[config.mk]
export PLATFORM = sky130hd
export DESIGN_NAME = elbeth_fetch_sequencer
export DESIGN_NICKNAME = d
export VERILOG_FILES = /design/src/rtl/elbeth_fetch_sequencer.sv
export SDC_FILE = /design/constraint.sdc
export NUM_CORES = 1
export LEC_CHECK = 0
export BUFFER_PORTS_ARGS = -buffer_cell sky130_fd_sc_hd__buf_2
export CAP_MARGIN = 20
export CORE_ASPECT_RATIO = 1.75
export CORE_MARGIN = 2
export CORE_UTILIZATION = 55
export CTS_CLUSTER_SIZE = 20
export DETAILED_ROUTE_END_ITERATION = 16
export GPL_TIMING_DRIVEN = 0
export PLACE_DENSITY_LB_ADDON = 0.15
export SLEW_MARGIN = 20
export SYNTH_ARGS = -nofsm -noshare
export SYNTH_HDL_FRONTEND = slang
export SYNTH_SLANG_ARGS = --single-unit
[constraint.sdc]
create_clock -name clk -period 14.4 [get_ports clk]
set_clock_uncertainty 0.2 [all_clocks]
set_input_delay 2.16 -clock clk [delete_from_list [all_inputs] [get_ports clk]]
set_output_delay 2.16 -clock clk [all_outputs]
set_load 0.1 [all_outputs]
[src/rtl/elbeth_fetch_sequencer.sv]
// Fetch sequencer: computes the PC register update, runs the imem req/ack
// handshake and holds one fetched instruction for decode.
module elbeth_fetch_sequencer #(
    parameter logic [31:0] EXC_VECTOR = 32'h0000_0010,
    parameter logic [31:0] NOP_INST   = 32'h0000_0013,
    parameter int unsigned TIMEOUT    = 255
) (
    input  logic        clk,
    input  logic        rst,
    input  logic [31:0] pc,
    output logic [31:0] next_pc,
    output logic        pc_stall,
    output logic        imem_req,
    output logic [31:0] imem_addr,
    input  logic        imem_ack,
    input  logic [31:0] imem_rdata,
    input  logic        id_stall,
    input  logic        redirect_valid,
    input  logic [31:0] redirect_pc,
    input  logic        exc_valid,
    output logic [31:0] inst,
    output logic [31:0] inst_pc,
    output logic        inst_valid,
    output logic        fetch_err
);
    localparam int unsigned TW = 8;

    typedef enum logic [1:0] {IDLE, FETCH, HOLD, ERR} state_t;

    state_t        state;
    state_t        state_nxt;
    logic          pend;
    logic [31:0]   pend_target;
    logic [TW-1:0] tcount;

    logic          flush;
    logic [31:0]   flush_target;
    logic          blocked;
    logic          timeout_hit;
    logic          fill;
    logic          kill;
    logic          pend_set;
    logic          pend_clr;

    assign flush        = exc_valid | redirect_valid;
    assign flush_target = exc_valid ? EXC_VECTOR : redirect_pc;
    assign blocked      = inst_valid & id_stall;
    assign imem_addr    = pc;
    assign timeout_hit  = (TIMEOUT != 0) && (state == FETCH) && !imem_ack && !flush
                          && (tcount == TW'(TIMEOUT - 1));

    // State register
    always_ff @(posedge clk or posedge rst) begin
        if (rst) begin
            state <= IDLE;
        end else begin
            state <= state_nxt;
        end
    end

    // Next-state logic
    always_comb begin
        state_nxt = state;
        case (state)
            IDLE:  state_nxt = FETCH;
            FETCH: begin
                if (timeout_hit) begin
                    state_nxt = ERR;
                end else if (imem_ack && !flush && !pend && blocked) begin
                    state_nxt = HOLD;
                end
            end
            HOLD:  if (!id_stall || flush) state_nxt = FETCH;
            ERR:   if (exc_valid) state_nxt = FETCH;
            default: state_nxt = IDLE;
        endcase
    end

    // Combinational outputs and buffer/pend controls
    always_comb begin
        pc_stall = 1'b1;
        next_pc  = pc;
        imem_req = 1'b0;
        fill     = 1'b0;
        kill     = 1'b0;
        pend_set = 1'b0;
        pend_clr = 1'b0;
        case (state)
            FETCH: begin
                imem_req = 1'b1;
                if (imem_ack) begin
                    pend_clr = 1'b1;
                    if (flush) begin
                        pc_stall = 1'b0;
                        next_pc  = flush_target;
                        kill     = 1'b1;
                    end else if (pend) begin
                        pc_stall = 1'b0;
                        next_pc  = pend_target;
                        kill     = 1'b1;
                    end else if (!blocked) begin
                        pc_stall = 1'b0;
                        next_pc  = pc + 32'd4;
                        fill     = 1'b1;
                    end
                end else if (flush) begin
                    // The outstanding request cannot be withdrawn; redirect on its ack.
                    kill     = 1'b1;
                    pend_set = 1'b1;
                end
            end
            default: begin
                if (flush) begin
                    pc_stall = 1'b0;
                    next_pc  = flush_target;
                    kill     = 1'b1;
                end
            end
        endcase
        if (rst) begin
            pc_stall = 1'b1;
            next_pc  = pc;
            imem_req = 1'b0;
            fill     = 1'b0;
            kill     = 1'b0;
            pend_set = 1'b0;
            pend_clr = 1'b0;
        end
    end

    // Instruction buffer, pending redirect, timeout counter and error flag
    always_ff @(posedge clk or posedge rst) begin
        if (rst) begin
            inst        <= NOP_INST;
            inst_pc     <= '0;
            inst_valid  <= 1'b0;
            fetch_err   <= 1'b0;
            pend        <= 1'b0;
            pend_target <= '0;
            tcount      <= '0;
        end else begin
            if (kill) begin
                inst       <= NOP_INST;
                inst_valid <= 1'b0;
            end else if (fill) begin
                inst       <= imem_rdata;
                inst_pc    <= pc;
                inst_valid <= 1'b1;
            end else if (inst_valid && !id_stall) begin
                inst       <= NOP_INST;
                inst_valid <= 1'b0;
            end

            if (pend_clr || timeout_hit) begin
                pend <= 1'b0;
            end else if (pend_set) begin
                pend <= 1'b1;
            end
            if (pend_set) begin
                pend_target <= flush_target;
            end

            if (state == FETCH && !imem_ack && !flush && !timeout_hit) begin
                tcount <= tcount + TW'(1);
            end else begin
                tcount <= '0;
            end

            if (exc_valid) begin
                fetch_err <= 1'b0;
            end else if (timeout_hit) begin
                fetch_err <= 1'b1;
            end
        end
    end

endmodule

==> Word level (Yosys, flattened, before mapping) <==
Index checks and enable logic that the tools add are counted.
Widths: inputs -> output; s select.
{ "totals": {"out_inout_bits": 132, "ff_bits": 109, "in_bits": 102, "word_cells": 92} }
{ "classes": {"n_addsub": 2, "bitwise": 3, "reduce_logical": 21, "muxes": 51, "n_eq_ne": 7} }
{ "op_table": {"columns": ["operator", "count"], "rows": [
  ["$mux 32", 11],
  ["$mux 1", 34],
  ["$add 32x3->32 const B", 1],
  ["$add 8x1->8 const B", 1],
  ["$eq 8x8->1 const B", 1],
  ["$logic_and 1x1->1", 8],
  ["$mux 2", 4],
  ["$mux 8", 1],
  ["$pmux 2 s4", 1],
  ["$logic_not 1->1", 5],
  ["$eq 2x2->1 const B", 2],
  ["$ne 2x2->1 const B", 2],
  ["$reduce_bool 2->1", 2],
  ["$ne 3x2->1 const B", 1],
  ["$reduce_and 3->1", 1],
  ["$reduce_bool 3->1", 1],
  ["$eq 2x1->1 const B", 1],
  ["$logic_not 2->1", 1],
  ["$logic_or 1x1->1", 2],
  ["$reduce_and 2->1", 1],
  ["$and 1x1->1", 1],
  ["$not 1->1", 1],
  ["$or 1x1->1", 1]
]} }

==> Depth between registers and ports, before layout <==
{ "logic_depth": {"word_depth": 9, "depth_mapped": 9, "mapped_depth_nobuf": 6} }

==> Worst setup path before layout <==
Ideal clock, no wire load.
{ "synth_path": {"path_kind": "input to output", "start": "input port rst", "end": "output port next_pc[3]", "stages": 5, "path_buffers": 2, "t_required_ps": 12040, "path_slack_ps": 2958, "t_arrival_ps": 9082, "cell_sequence": "clkbuf_1 > inv_1 > clkbuf_1 > nand3_1 > a221o_1"} }
{ "synth_via": {"elab_chain_cells": 1} }
{ "synth_rtl": {"columns": ["item", "line", "rtl"], "rows": [
  ["start: declaration", "9", "input logic rst,"],
  ["$mux 32", "120", "if (rst) begin"],
  ["end: declaration", "11", "output logic [31:0] next_pc,"]
]} }
Every way passes these cells.

==> Worst setup path after layout <==
{ "layout_path": {"start": "input port rst", "end": "output port next_pc[16]"} }
The elaborated chain is that of the path after synthesis.

==> flow_summary.toml <==
[power_and_ir_drop]
vdd_drop_max_mv = 0.0938
total_leakage_power_nw = 4.18
p_per_area_nw_per_um2 = 134

[logic_synthesis]
ys_async_sr_fraction_pct = 100
ys_seq_area_share_pct = 41.5
syn_avg_cell_area_um2 = 8.39
yosys_most_used_dff = "dfrtp_1"
synth_edf_count = 0
yosysMostFrequentCell = "nand2_1"
ys_top_cells_by_count = "nand2_1 (153), dfrtp_1 (106), o21ai_0 (61)"
synth_cells = 784
yosysWarnings = 0
ys_types = 65
yosys-top-cells-area = "dfrtp_1 (40%), nand2_1 (8.7%), o21ai_0 (4.6%)"
syn-cell-area_um2 = 6580
synth_top_area_share_pct = 40.3
synth_top_area_cell = "dfrtp_1"
synthesis.nets = 889
ys_ff_latch = 109

[timing]
finalHoldViolCount = 0
worst_pin_slew_ns = 1.06
fin_setup_tns_ns = 0
fmax_mhz = 137
rsz0062_at_grt = "no"
slew_headroom_pct = 28.5
setup_violations = 0
period_minus_slack_ns = 7.31
finalMaxSlewViolations = 0
min_period_over_period_pct = 50.8

[setup_path]
crit_path_cell_trace = "clkbuf_1 -> inv_1 -> clkbuf_4 -> o211ai_1 -> clkbuf_1 -> a22oi_1 -> o21ai_0 -> buf_2"
cp.required_ns = 12.04
timing.rr.start = "state[1]"
crit_family = "buffers and inverters"
worstPathArrival_ns = 4.95
worstSetupEndpointType = "primary output"
critPathMaxStageDelay_ns = 0.62
crit_path_max_fanout = 33
crit_start = "rst"
crit_top_cell = "clkbuf_1"
cp_slowest_cell = "clkbuf_1"
critPathKind = "in -> out"
path_buf_inv = 5
start_kind = "input port"

[die]
initial_core_util_pct = 56.5
die_area_um2 = 12900
io_pins = 234
dieHeight_um = 149
coreArea_um2 = 11600
rows = 52
die_w_um = 86.7

[detailed_routing]
drt_iter0_markers = 657
drt-vias-per-instance = 6.10
drcViolationCount = 0
postRouteAntennaNets = 0
first_pass_iters = 5
wl_per_cell_um = 18.7
routed_wl_mm = 21.7
num_vias = 7085

[global_routing]
first_global_vias = 6682
grt.overflow.total = 0
grt_pass1_wl_mm = 33.8
grtUsageTotal_pct = 33.6
grt-busiest-layer = "met2"
antenna_found_initial = 0
use_met1_pct = 39.6
grt_use_met3_pct = 6.66
grt_start_max_net_pins = 51
grtUsageMet2_pct = 56.3

[clocking]
root_buffer = "clkbuf_16"
clock_path_buffers = 2
numCtsBuffers = 9
cts_setup_buffers = 0
holdBufCountCts = 0
cts_resized = 0
clk_pin_slew_ns = 0.07
clock_latency_ns = 0.35
clock-sinks = 109
cts_tree = "built"
htreeDepth = 3

[outcome]
status = "complete, no violations"

[min_path]
min_path_type = "reg -> reg"
min_from = "inst[4]"

[cells_and_area]
multi_input_area_um2 = 3300
diodes = 0
fin_area_um2 = 8220
drive_gt1_share_pct = 29.7
regArea_um2 = 2730
nets = 1126
fillers = 1004
area_growth_pct = 25.0

[placement]
dp_hpwl_mm = 16.3
place_area_um2 = 7920
portBuffers = 224
place.gp.congestion = 1.01

[job]
cap_violations = 0
## cells by family after synthesis
logic type | after synthesis | share of synthesized area (%)
XOR/XNOR | 15 | 2.00
AND/OR/NAND/NOR | 331 | 24.2
flip-flops | 109 | 41.5
adder cells (fa/ha/maj) | 3 | 0.571
AO/OA/AOI/OAI | 205 | 21.3
multiplexers | 14 | 2.15
buffers and inverters | 107 | 8.31
## metal layers
| metal | vias up | share of wire, % |
|---|---|---|
| li1 | 3228 | - |
| met1 | 3284 | 35 |
| met2 | 472 | 50 |
| met3 | 101 | 9.5 |
| met4 | 0 | 5.7 |
| met5 | - | 0 |
## per-stage QoR
| step | total power [W] | cells | utilization (%) | setup WS (ns) | hold slack, ns |
|---|---|---|---|---|---|
| 2_1_floorplan | 0.000754 | 784 | - | 2.96 | 0.241 |
| 3_3_place_gp | 0.000843 | 1143 | 67.6 | 1.81 | 0.245 |
| 3_5_place_dp | 0.000849 | 1145 | 68.0 | 7.15 | 0.250 |
| 4_1_cts | 0.00110 | 1161 | 70.6 | 7.14 | 0.261 |
| 5_1_grt | 0.00114 | 1161 | 70.6 | 6.99 | 0.280 |
| 6_report | 0.00110 | 1161 | 70.6 | 7.09 | 0.261 |
## flip-flops by register name (all words and copies together), names as in the netlist
register,flops
fetch_err,1
tcount,8
pend_target,32
inst,32
inst_pc,32
state,2
pend,1
inst_valid,1
## worst min-delay path: cells and delay by family (launching register included)
kind	cells	cell delay [ns]
compound gates	1	0.05
flops	1	0.37
buf+inv	1	0.04
## power by group
group,internal [W],switching (W)
Clock,0.000140,0.000112
Sequential,0.000344,0.0000205
Combinational,0.0000827,0.000399
## cells in the final DEF (no fill, tap or decap), drive strengths merged, types with 4 or more instances in the layout
cell type / instances
xor2: 7
nand2: 153
inv: 14
o221ai: 6
dfrtp: 106
nand4: 20
nor2: 36
xnor2: 8
o22ai: 4
a221o: 6
a22oi: 18
a221oi: 6
clkbuf: 57
nor3: 8
a31o: 4
a22o: 29
o31ai: 8
buf: 273
mux2i: 13
a31oi: 7
a21oi: 29
o21ai: 61
nand2b: 43
nor2b: 6
nand3: 30
and3: 14
## cell type report
cell class	instances	share of cell area, %
clock inverters	5	0.730
flip-flops and latches	109	33.2
repair buffers	226	14.2
clock buffers	11	2.95
well taps	135	2.05
multi-input cells	568	40.1
inverters	14	0.639
plain buffers	93	6.06
## final timing paths
kind                                  end  slack (ns)  cells after the start
hold reg to reg                   inst[4]        0.26                      2
setup / recovery              next_pc[16]        7.09                      8
setup reg to reg              inst_pc[24]       11.71                      6
min in group asynchronous  pend_target[1]        1.97                      3
max in group asynchronous         inst[0]       11.38                      4
hold / removal                    inst[4]        0.26                      2
Power figures use the tool's default switching activity.
